### src/rtl/qout_uart_tx.sv
// Q-register output UART: bytes written by the CPU are queued in a small FIFO and
// sent as 8N1 frames. Define QOUT_UART_PARITY_EN to add an even-parity bit (8E1).
module qout_uart_tx #(
    parameter int CLKS_PER_BIT = 4,
    parameter int FIFO_DEPTH   = 4
) (
    input  logic                          clk,
    input  logic                          reset,
    input  logic                          qStrobe,
    input  logic [7:0]                    qData,
    output logic                          tx,
    output logic                          busy,
    output logic                          overflow,
    output logic [$clog2(FIFO_DEPTH):0]   count
);

    localparam int AW = $clog2(FIFO_DEPTH);
    localparam int CW = AW + 1;
    localparam logic [7:0]    BIT_LAST = 8'(CLKS_PER_BIT - 1);
    localparam logic [CW-1:0] FULL     = CW'(FIFO_DEPTH);

    typedef enum logic [2:0] {
        S_IDLE,
        S_START,
        S_DATA,
`ifdef QOUT_UART_PARITY_EN
        S_PARITY,
`endif
        S_STOP
    } state_t;

    state_t        state_q, state_d;
    logic [7:0]    timer_q, timer_d;
    logic [2:0]    idx_q, idx_d;
    logic [7:0]    frame_q, frame_d;
    logic          tx_q, tx_d;
    logic          busy_q, busy_d;
    logic          ovf_q, ovf_d;
    logic [CW-1:0] count_q, count_d;
    logic [AW-1:0] wptr_q, wptr_d;
    logic [AW-1:0] rptr_q, rptr_d;
    logic [7:0]    mem_q [FIFO_DEPTH];
    logic [7:0]    mem_d [FIFO_DEPTH];
    logic          bit_end;
    logic          pop;
    logic          push;

    // Frame sequencing, FIFO bookkeeping and next-cycle output values.
    always_comb begin
        state_d = state_q;
        timer_d = timer_q + 8'd1;
        idx_d   = idx_q;
        frame_d = frame_q;
        pop     = 1'b0;
        bit_end = (timer_q == BIT_LAST);

        case (state_q)
            S_IDLE: begin
                timer_d = 8'd0;
                if (count_q != '0) begin
                    pop     = 1'b1;
                    frame_d = mem_q[rptr_q];
                    state_d = S_START;
                end else begin
                    state_d = S_IDLE;
                end
            end
            S_START: begin
                if (bit_end) begin
                    timer_d = 8'd0;
                    idx_d   = 3'd0;
                    state_d = S_DATA;
                end else begin
                    state_d = S_START;
                end
            end
            S_DATA: begin
                if (bit_end) begin
                    timer_d = 8'd0;
                    if (idx_q == 3'd7) begin
                        idx_d = 3'd0;
`ifdef QOUT_UART_PARITY_EN
                        state_d = S_PARITY;
`else
                        state_d = S_STOP;
`endif
                    end else begin
                        idx_d = idx_q + 3'd1;
                    end
                end else begin
                    idx_d = idx_q;
                end
            end
`ifdef QOUT_UART_PARITY_EN
            S_PARITY: begin
                if (bit_end) begin
                    timer_d = 8'd0;
                    state_d = S_STOP;
                end else begin
                    state_d = S_PARITY;
                end
            end
`endif
            S_STOP: begin
                // Chain straight into the next start bit when more bytes are waiting.
                if (bit_end) begin
                    timer_d = 8'd0;
                    if (count_q != '0) begin
                        pop     = 1'b1;
                        frame_d = mem_q[rptr_q];
                        state_d = S_START;
                    end else begin
                        state_d = S_IDLE;
                    end
                end else begin
                    state_d = S_STOP;
                end
            end
            default: begin
                timer_d = 8'd0;
                idx_d   = 3'd0;
                state_d = S_IDLE;
            end
        endcase

        push   = qStrobe && ((count_q != FULL) || pop);
        mem_d  = mem_q;
        wptr_d = wptr_q;
        rptr_d = rptr_q;
        if (push) begin
            mem_d[wptr_q] = qData;
            wptr_d        = wptr_q + AW'(1);
            ovf_d         = ovf_q;
        end else if (qStrobe) begin
            ovf_d = 1'b1;
        end else begin
            ovf_d = ovf_q;
        end
        if (pop) begin
            rptr_d = rptr_q + AW'(1);
        end else begin
            rptr_d = rptr_q;
        end

        case ({push, pop})
            2'b10:   count_d = count_q + CW'(1);
            2'b01:   count_d = count_q - CW'(1);
            default: count_d = count_q;
        endcase

        case (state_d)
            S_START:  tx_d = 1'b0;
            S_DATA:   tx_d = frame_d[idx_d];
`ifdef QOUT_UART_PARITY_EN
            S_PARITY: tx_d = ^frame_d;
`endif
            S_STOP:   tx_d = 1'b1;
            default:  tx_d = 1'b1;
        endcase

        busy_d = (state_d != S_IDLE) || (count_d != '0);
    end

    // Control and output registers with synchronous reset.
    always_ff @(posedge clk) begin
        if (reset) begin
            state_q <= S_IDLE;
            timer_q <= 8'd0;
            idx_q   <= 3'd0;
            frame_q <= 8'd0;
            tx_q    <= 1'b1;
            busy_q  <= 1'b0;
            ovf_q   <= 1'b0;
            count_q <= '0;
            wptr_q  <= '0;
            rptr_q  <= '0;
        end else begin
            state_q <= state_d;
            timer_q <= timer_d;
            idx_q   <= idx_d;
            frame_q <= frame_d;
            tx_q    <= tx_d;
            busy_q  <= busy_d;
            ovf_q   <= ovf_d;
            count_q <= count_d;
            wptr_q  <= wptr_d;
            rptr_q  <= rptr_d;
        end
    end

    // FIFO storage needs no reset: occupancy is tracked by the pointers and count.
    always_ff @(posedge clk) begin
        mem_q <= mem_d;
    end

    assign tx       = tx_q;
    assign busy     = busy_q;
    assign overflow = ovf_q;
    assign count    = count_q;

endmodule

### config.mk
export PLATFORM = sky130hd
export DESIGN_NAME = qout_uart_tx
export DESIGN_NICKNAME = d
export VERILOG_FILES = /design/src/rtl/qout_uart_tx.sv
export SDC_FILE = /design/constraint.sdc
export NUM_CORES = 1
export LEC_CHECK = 0
export ABC_AREA = 1
export BUFFER_PORTS_ARGS = -buffer_cell sky130_fd_sc_hd__buf_2
export CAP_MARGIN = 20
export CORE_MARGIN = 4
export CORE_UTILIZATION = 35
export CTS_CLUSTER_DIAMETER = 60
export DETAILED_ROUTE_END_ITERATION = 12
export PLACE_DENSITY = 0.51
export SLEW_MARGIN = 0
export SYNTH_ARGS = -nofsm -noshare
export SYNTH_HDL_FRONTEND = slang
export SYNTH_SLANG_ARGS = --single-unit
### constraint.sdc
create_clock -name clk -period 2.8 [get_ports clk]
set_input_delay 0.84 -clock clk [delete_from_list [all_inputs] [get_ports clk]]
set_output_delay 0.84 -clock clk [all_outputs]
set_load 0.01 [all_outputs]
=== Yosys cells after proc, flatten, opt, wreduce, memory -nomap -nowiden ===
Index checks and enable logic that the tools add are counted.

* $add $sub $neg: 6
* Order comparisons: 4
* Equality and inequality tests: 10
* Multiplexer cells: 26
* Bitwise operators: 4
* Reductions and logical operators: 12

{| class="wikitable"
|+ Operator list
! operator !! count
|-
| $mux 8 || 5
|-
| $bwmux 32 || 1
|-
| $mux 3 || 6
|-
| $bmux 8 s2 || 1
|-
| $demux 8 s2 || 1
|-
| $pmux 8 s2 || 1
|-
| $pmux 3 s4 || 1
|-
| $eq 3x2->1 const B || 3
|-
| $pmux 3 s3 || 1
|-
| $reduce_bool 3->1 || 3
|-
| $add 8x1->8 const B || 1
|-
| $eq 8x2->1 const B || 1
|-
| $add 3x1->3 const B || 2
|-
| $eq 3x1->1 const B || 2
|-
| $ge 3x3->1 const B || 2
|-
| $not 2->3 || 2
|-
| $pmux 3 s2 || 1
|-
| $reduce_or 3->1 || 2
|-
| $add 2x1->2 const B || 2
|-
| $lt 3x4->1 const B || 1
|-
| $mux 1 || 4
|-
| $pmux 1 s2 || 2
|-
| $bmux 1 s3 || 1
|-
| $eq 3x3->1 const B || 1
|-
| 12 further kinds || 15
|}

* Flip-flop bits (word level): 64
* Bits of input ports: 11
* Output and inout port bits: 6
* Word-level logic and storage cells: 76

=== Depth between registers and ports, before layout ===
Gate-level depths: netlist of the first run.

* Depth in word-level cells: 10
* Mapped depth: 15
* Mapped depth without buffers: 15

=== Worst setup path before layout of the first run ===
OpenSTA, ideal clock, no wires.

* Kind: reg2reg
* Start point: reg timer_q[0]
* End point: reg busy_q (netlist: busy)
* Library setup time: 0.131 ns
* Data arrival time: 2.018 ns
* Data required time: 2.669 ns
* Setup slack: 0.651 ns
* Stages on the path, launching flop included: 13
* Buffers on the path: 0
* Clock period less this slack: 2.149 ns
* Cell sequence: dfxtp_1 > ha_1 > nand2_2 > nor2_4 > nand2_4 > a21oi_4 > nand2_4 > fa_1 > inv_1 > nand2_1 > o21ai_0 > nor2_1 > a21oi_2

* Longest elaborated chain between the ends: 9
* Elaborated cells between the ends (all ways): 15
* Classes of those cells: 3 x eq/ne; 7 x mux; 5 x reduce/logical

{| class="wikitable"
|+ Ends and longest elaborated chain
! element !! RTL line !! RTL
|-
| start: declaration || 33 || <nowiki>logic [7:0] timer_q, timer_d;</nowiki>
|-
| start signal: assignment || 179 || <nowiki>timer_q <= timer_d;</nowiki>
|-
| $eq 8x2->1 * || 55 || <nowiki>bit_end = (timer_q == BIT_LAST);</nowiki>
|-
| $mux 1 || 106 || <nowiki>if (bit_end) begin</nowiki>
|-
| $pmux 1 s2 || 57 || <nowiki>case (state_q)</nowiki>
|-
| $logic_or 1x1->1 || 126 || <nowiki>push = qStrobe && ((count_q != FULL) || pop);</nowiki>
|-
| $logic_and 1x1->1 || 126 ||
|-
| $eq 2x1->1 or $eq 2x2->1 (tied branches) || 145 || <nowiki>case ({push, pop})</nowiki>
|-
| $pmux 3 s2 || 145 ||
|-
| $reduce_bool 3->1 || 161 || <nowiki>busy_d = (state_d != S_IDLE) || (count_d != '0);</nowiki>
|-
| $logic_or 1x1->1 * || 161 ||
|-
| end signal: assignment || 183 || <nowiki>busy_q <= busy_d;</nowiki>
|-
| end: declaration || 37 || <nowiki>logic busy_q, busy_d;</nowiki>
|}

Every way passes the cells marked *; elsewhere a longest branch is shown, timed or not.
A chain may end at the register's enable or synchronous reset.

=== Final worst setup path of the first run ===
Ends and elaborated chain as after synthesis.

==> results.sh, run 1 <==
export IMPL_cts_sinks=64
export IMPL_antenna_cells=0
export IMPL_fmax_ghz=0.437
export IMPL_drt_vias_per_instance=4.51
export IMPL_slew_viol_final=0
export IMPL_critical_path_max_fanout=8
export IMPL_die_w_um=99.1
export IMPL_synth_compound_area_share_pct=10.2
export IMPL_p_clk_share_pct=31.9
export IMPL_cts_buffers=9
export IMPL_htree_levels=3
export IMPL_design_core_area_sq_um=7890
export IMPL_irDropWorstVdd_mv=0.367
export IMPL_io_buffers=16
export IMPL_die_area_sq_um=9810
export IMPL_synthXorXnorAreaFrac_pct=0.604
export IMPL_whs_endpoint="overflow"
export IMPL_area_growth_syn_to_layout_pct=13.9
export IMPL_antenna_found_initial=0
export IMPL_clock_latency_ps=340
export IMPL_drt_pass1_iter_count=4
export IMPL_clkSlewWorstSetupHoldPaths_ps=70
export IMPL_synth_top_area_cell="edfxtp_1"
export IMPL_yosysMostFrequentCell="nand2_1"
export IMPL_fp_row_count=32
export IMPL_grt_overflow_total=0
export IMPL_gp_congestion=0.735
export IMPL_grt_pass1_wl_um=8870
export IMPL_power_mw=2.22
export IMPL_p_switching_uw=685
export IMPL_fill_cells=754
export IMPL_drtIter0Drc=42
export IMPL_synth_top_area_share_pct=33.1
export IMPL_skew_ps=6.59
export IMPL_drive_gt1_share_pct=16.7
export IMPL_final_cells=462
export IMPL_track_usage_pct=11.5
export IMPL_holdWs_ps=446
export IMPL_post_cts_resized=0
export IMPL_synth_fa_ha_area_share_pct=3.71
export IMPL_worstHoldStart="overflow"
export IMPL_synthTopCellsByArea="edfxtp_1 (33%), dfxtp_1 (22%), nand2_1 (8.4%)"
export IMPL_synth_edf_count=32
export IMPL_yosys_most_used_dff="edfxtp_1"
export IMPL_p_sw_share_pct=30.9
export IMPL_cp_required_ps=3020
export IMPL_postLayoutCoreUtil_pct=41.9
export IMPL_fin_crit_ps=2290
export IMPL_hold_viol_final=0
export IMPL_clock_path_buffers=2
export IMPL_synth_top_family_by_area="simple AND/OR/NAND/NOR gates"
export IMPL_dp_cells=446
export IMPL_status="finished, final reports clean"
export IMPL_crit_arrival_ps=2520
export IMPL_rsz0062_at_grt="no"
export IMPL_grt_pass1_vias=1948
export IMPL_ant_nets=0
export IMPL_setup_violations=0
export IMPL_synth_async_reset_ratio_pct=0
export IMPL_hold_path_cell_count=2
export IMPL_combPwrFrac_pct=19.1
export IMPL_crit_path_end_kind="register"
export IMPL_r2r_end="busy"
export IMPL_rr_worst_depth=12
export IMPL_ys_ff_latch=64
export IMPL_synth_area_mux_share_pct=0
export IMPL_leakagePower_nw=1.37
export IMPL_critPathLaunchType="register"
export IMPL_tritoncts="done"
export IMPL_syn_avg_cell_area_sq_um=8.85
export IMPL_netlist_instances=328
export IMPL_ys_seq_area_share_pct=55.2
export IMPL_syn_num_nets=347
export IMPL_criticalPathCategory="reg -> reg"
export IMPL_p_int_mw=1.53
export IMPL_synth_warnings=0
export IMPL_timing_rr_start="timer_q[0]"
export IMPL_power_density_nw_per_um2=671
export IMPL_setup_tns_ps=0
export IMPL_maxCapViolCount=0
export IMPL_synthDistinctLibCells=34
export IMPL_die_h_um=99.1
export IMPL_synthSimpleGateAreaFrac_pct=23.2
export IMPL_min_delay_path_class="reg -> reg"
export IMPL_clockRootBuffer="clkbuf_8"
export IMPL_drt_total_wl_um=5180
export IMPL_synthTopCellsByCount="nand2_1 (65), nor2_1 (46), inv_1 (39)"
export IMPL_grt_max_degree=24
export IMPL_detailroute_via_count=2082
export IMPL_drc=0
export IMPL_reg2reg_setup_slack_ps=510
export IMPL_dp_hpwl_um=3750
export IMPL_io_pins=17
export IMPL_fin_crit_sh_pct=81.8
export IMPL_post_cts_buffers=0
export IMPL_fin_nets=374
export IMPL_syn_area_sq_um=2900
export IMPL_wl_per_cell_um=11.2
export IMPL_start_util_pct=36.8
export IMPL_seqPwrFrac_pct=49.0
export IMPL_cts_hold_buf=0
[metal layers]
| metal | part of all wire, % | track usage, % | up-vias |
|---|---|---|---|
| li1 | - | - | 1126 |
| met1 | 50 | 14.7 | 927 |
| met2 | 44 | 18.1 | 24 |
| met3 | 4.3 | 4.74 | 5 |
| met4 | 1.2 | 2.84 | 0 |
| met5 | 0 | 0 | - |
[per-stage QoR]
step / cell area, sq um / worst slack, ps
after floorplan: 2900 / 651
after global placement: 3130 / 531
after detailed placement: 3130 / 498
after CTS: 3310 / 495
after global routing: 3310 / 330
final: 3310 / 509
[power by group through the flow]
stage / Sequential [mW] / Clock [mW] / Combinational, mW
floorplan: 1.11 / 0 / 0.314
global placement: 1.11 / 0 / 0.434
detailed placement: 1.11 / 0 / 0.431
CTS: 1.09 / 0.736 / 0.434
global route: 1.10 / 0.773 / 0.490
finish: 1.09 / 0.708 / 0.424
[layout make-up]
type                            count  area (sq um)  share of cell area, %
Multi-Input combinational cell    212          1100                   33.2
Tap cell                          102           128                   3.86
Clock buffer                        9           124                   3.75
Timing Repair Buffer               23           133                   4.01
Clock inverter                      7          55.1                   1.67
Inverter                           45           169                   5.11
Sequential cell                    64          1600                   48.4
[state kept, by name (all words and copies together), names as in the netlist]
register,flops
rptr_q,2
tx,1
mem_q,32
state_q,3
frame_q,8
overflow,1
wptr_q,2
busy,1
idx_q,3
timer_q,8
count,3
[worst max path at each step]
| stage | to | cells past startpoint | from | slack, ps |
|---|---|---|---|---|
| 5_1_grt | busy | 12 | timer_q[0] | 330 |
| 6_report | busy | 12 | timer_q[0] | 510 |
| 3_3_place_gp | busy | 12 | timer_q[0] | 530 |
| 4_1_cts | busy | 12 | timer_q[0] | 500 |
| 2_1_floorplan | busy | 12 | timer_q[0] | 650 |
| 3_5_place_dp | busy | 12 | timer_q[0] | 500 |
[logic make-up after synthesis]
group                      after synthesis
AOI/OAI and AO/OA                       49
xor gates and xnor gates                 2
adders and majority gates                8
buffers and inverters                   52
DFF                                     64
other                                    1
and+or+nand+nor                        152
[critical path, cell delays in order (launching register included)]
cell     delay [ps]
dfxtp_1         370
ha_1            210
nand2_2          90
nor2_4          130
nand2_4          90
a21oi_4         300
nand2_4         120
fa_1            490
inv_1            40
nand2_1          50
o21ai_0          90
nor2_1          140
a21oi_2          60
[cell usage in the layout, fill, tap and decap left out, types with 3 or more instances in the layout]
cell type  count
inv_2          5
edfxtp_1      32
ha_1           7
nand3_1       19
o22ai_1        5
nor2_1        46
buf_2         16
buf_4          7
nand2_2        5
clkbuf_8       9
inv_1         39
a21oi_1       17
nor3_1         3
o21ai_0       19
nand2_1       65
nand2_4        3
dfxtp_1       32
inv_6          3
Power figures use the tool's default switching activity.
==> run 2, diff against run 1 <==
==> constraint.sdc (replaced) <==
create_clock -name clk -period 2.14 [get_ports clk]
set_input_delay 0.642 -clock clk [delete_from_list [all_inputs] [get_ports clk]]
set_output_delay 0.642 -clock clk [all_outputs]
set_load 0.01 [all_outputs]
==> results.sh, run 2 (same netlist as run 1, synthesis figures left out) <==
export IMPL_io_buffers=16
export IMPL_cp_slowest_cell="fa_1"
export IMPL_seq_area_sq_um=1600
export IMPL_die_w_um=99.1
export IMPL_fin_area_sq_um=3400
export IMPL_holdWs_ps=447
export IMPL_largest_register_ffs=32
export IMPL_slowest_delay_ps=480
export IMPL_clockRootBuffer="clkbuf_8"
export IMPL_io_pins=17
export IMPL_final_cells=470
export IMPL_path_common_cell="nand2_4"
export IMPL_maxCapViolCount=0
export IMPL_reg_largest_list="mem_q: 32 flops, frame_q: 8 flops, timer_q: 8 flops"
export IMPL_leakagePower_nw=1.42
export IMPL_grt_pass1_vias=1955
export IMPL_fin_crit_sh_pct=93.5
export IMPL_cts_buffers=9
export IMPL_fmax_ghz=0.500
export IMPL_rr_worst_depth=12
export IMPL_antenna_found_initial=0
export IMPL_drive_gt1_share_pct=19.6
export IMPL_detailroute_via_count=2117
export IMPL_status="finished, final reports clean"
export IMPL_drtIter0Drc=42
export IMPL_htree_levels=3
export IMPL_cp_required_ps=2360
export IMPL_cts_hold_buf=0
export IMPL_antenna_cells=0
export IMPL_drt_total_wl_um=5480
export IMPL_grt_pass1_wl_um=9240
export IMPL_clock_latency_ps=340
export IMPL_slew_viol_final=0
export IMPL_fill_cells=780
export IMPL_multi_input_area_sq_um=1110
export IMPL_design_core_area_sq_um=7890
export IMPL_crit_path_end_kind="register"
export IMPL_crit_start="timer_q[0]"
export IMPL_layout_commonest_cell="nand2_1"
export IMPL_track_usage_pct=12.1
export IMPL_irDropWorstVdd_mv=0.427
export IMPL_tritoncts="done"
export IMPL_place_area_sq_um=3180
export IMPL_critPathLaunchType="register"
export IMPL_reg2reg_setup_slack_ps=140
export IMPL_die_area_sq_um=9810
export IMPL_regMostFlops="mem_q"
export IMPL_setup_violations=0
export IMPL_start_util_pct=36.8
export IMPL_min_delay_path_class="reg -> reg"
export IMPL_fin_nets=382
export IMPL_r2r_end="busy"
export IMPL_cts_sinks=64
export IMPL_hold_viol_final=0
export IMPL_drt_pass1_iter_count=5
export IMPL_crit_buf_inv=1
export IMPL_fp_row_count=32
export IMPL_cp_endpoint="busy"
export IMPL_critical_path_max_fanout=7
export IMPL_crit_chain="ha_4 > nand2_2 > nor2_4 > nand2_4 > a21oi_4 > nand2_4 > fa_1 > inv_1 > nand2_1 > o21ai_1 > nor2_1 > a21oi_2"
export IMPL_dp_cells=453
export IMPL_criticalPathCategory="reg -> reg"
export IMPL_dp_hpwl_um=3890
export IMPL_timing_rr_start="timer_q[0]"
export IMPL_worst_path_stages=12
export IMPL_ant_nets=0
export IMPL_clock_path_buffers=2
export IMPL_crit_arrival_ps=2220
export IMPL_drt_vias_per_instance=4.50
export IMPL_gp_congestion=0.765
export IMPL_drc=0
export IMPL_crit_family="adder cells"
export IMPL_power_density_nw_per_um2=894
export IMPL_skew_ps=7.98
export IMPL_grt_max_degree=24
export IMPL_final_cell_mix="nand2_1 (64), nor2_1 (46), inv_1 (39)"
export IMPL_wl_per_cell_um=11.7
export IMPL_grt_overflow_total=0
export IMPL_die_h_um=99.1
export IMPL_fin_crit_ps=2000
export IMPL_area_growth_syn_to_layout_pct=17.2
export IMPL_clkSlewWorstSetupHoldPaths_ps=70
-- run 2: cell count changes in the layout (fill, tap and decap cells not counted), moves of 2 or more --
cell / delta
inv_6: -3
buf_4: +8
clkinv_2: +2
dfxtp_1: -2
dfxtp_2: +2
-- run 2: metrics by stage --
stage	total power, mW	setup slack, ps	utilization [%]	setup TNS [ps]
final	3.04	140	43.1	0
after global placement	2.04	99.8	40.4	0
after global routing	3.24	-3.36	43.1	-3.36
after CTS	3.08	37.1	42.9	0
after detailed placement	2.04	43.6	40.4	0
after floorplan	1.87	14.0	-	0
-- run 2: cell type report --
class | instances | share of cell area (%)
Multi-Input combinational cell | 212 | 32.7
Sequential cell | 64 | 47.1
Inverter | 45 | 4.97
Timing Repair Buffer | 31 | 5.66
Clock buffer | 11 | 4.16
Tap cell | 102 | 3.75
Clock inverter | 5 | 1.66
-- run 2: report_power, final --
part	leakage [nW]	internal [mW]	switching [mW]	total, mW
combinational	0.766	0.213	0.382	0.595
clock	0.0993	0.568	0.460	1.03
sequential	0.555	1.39	0.0343	1.42
-- run 2: how the worst min path moves through the flow --
| stage | start | end | slack (ps) | cells past startpoint |
|---|---|---|---|---|
| floorplan | timer_q[0] | timer_q[0] | 410 | 1 |
| global placement | timer_q[0] | timer_q[0] | 420 | 1 |
| detailed placement | timer_q[0] | timer_q[0] | 420 | 1 |
| CTS | timer_q[0] | timer_q[0] | 430 | 1 |
| global route | timer_q[0] | timer_q[0] | 480 | 1 |
| finish | overflow | overflow | 450 | 2 |
-- run 2: worst min-delay path, cell delays in order, from the launching register on --
cell and delay [ps]:
dfxtp_1 310, inv_1 40, a21oi_1 50
-- run 2: repair_timing --
| item | in CTS | in global routing |
|---|---|---|
| resized for setup | 0 | 4 |
| setup endpoints to repair | 0 | 4 |
| setup buffers | 0 | 1 |
-- run 2: routing by layer --
metal	up-vias	share of wire (%)	track usage (%)
met5	-	0	0
met4	0	1.6	5.04
met3	10	3.2	4.25
met2	22	44	18.1
met1	952	51	15.9
li1	1133	-	-
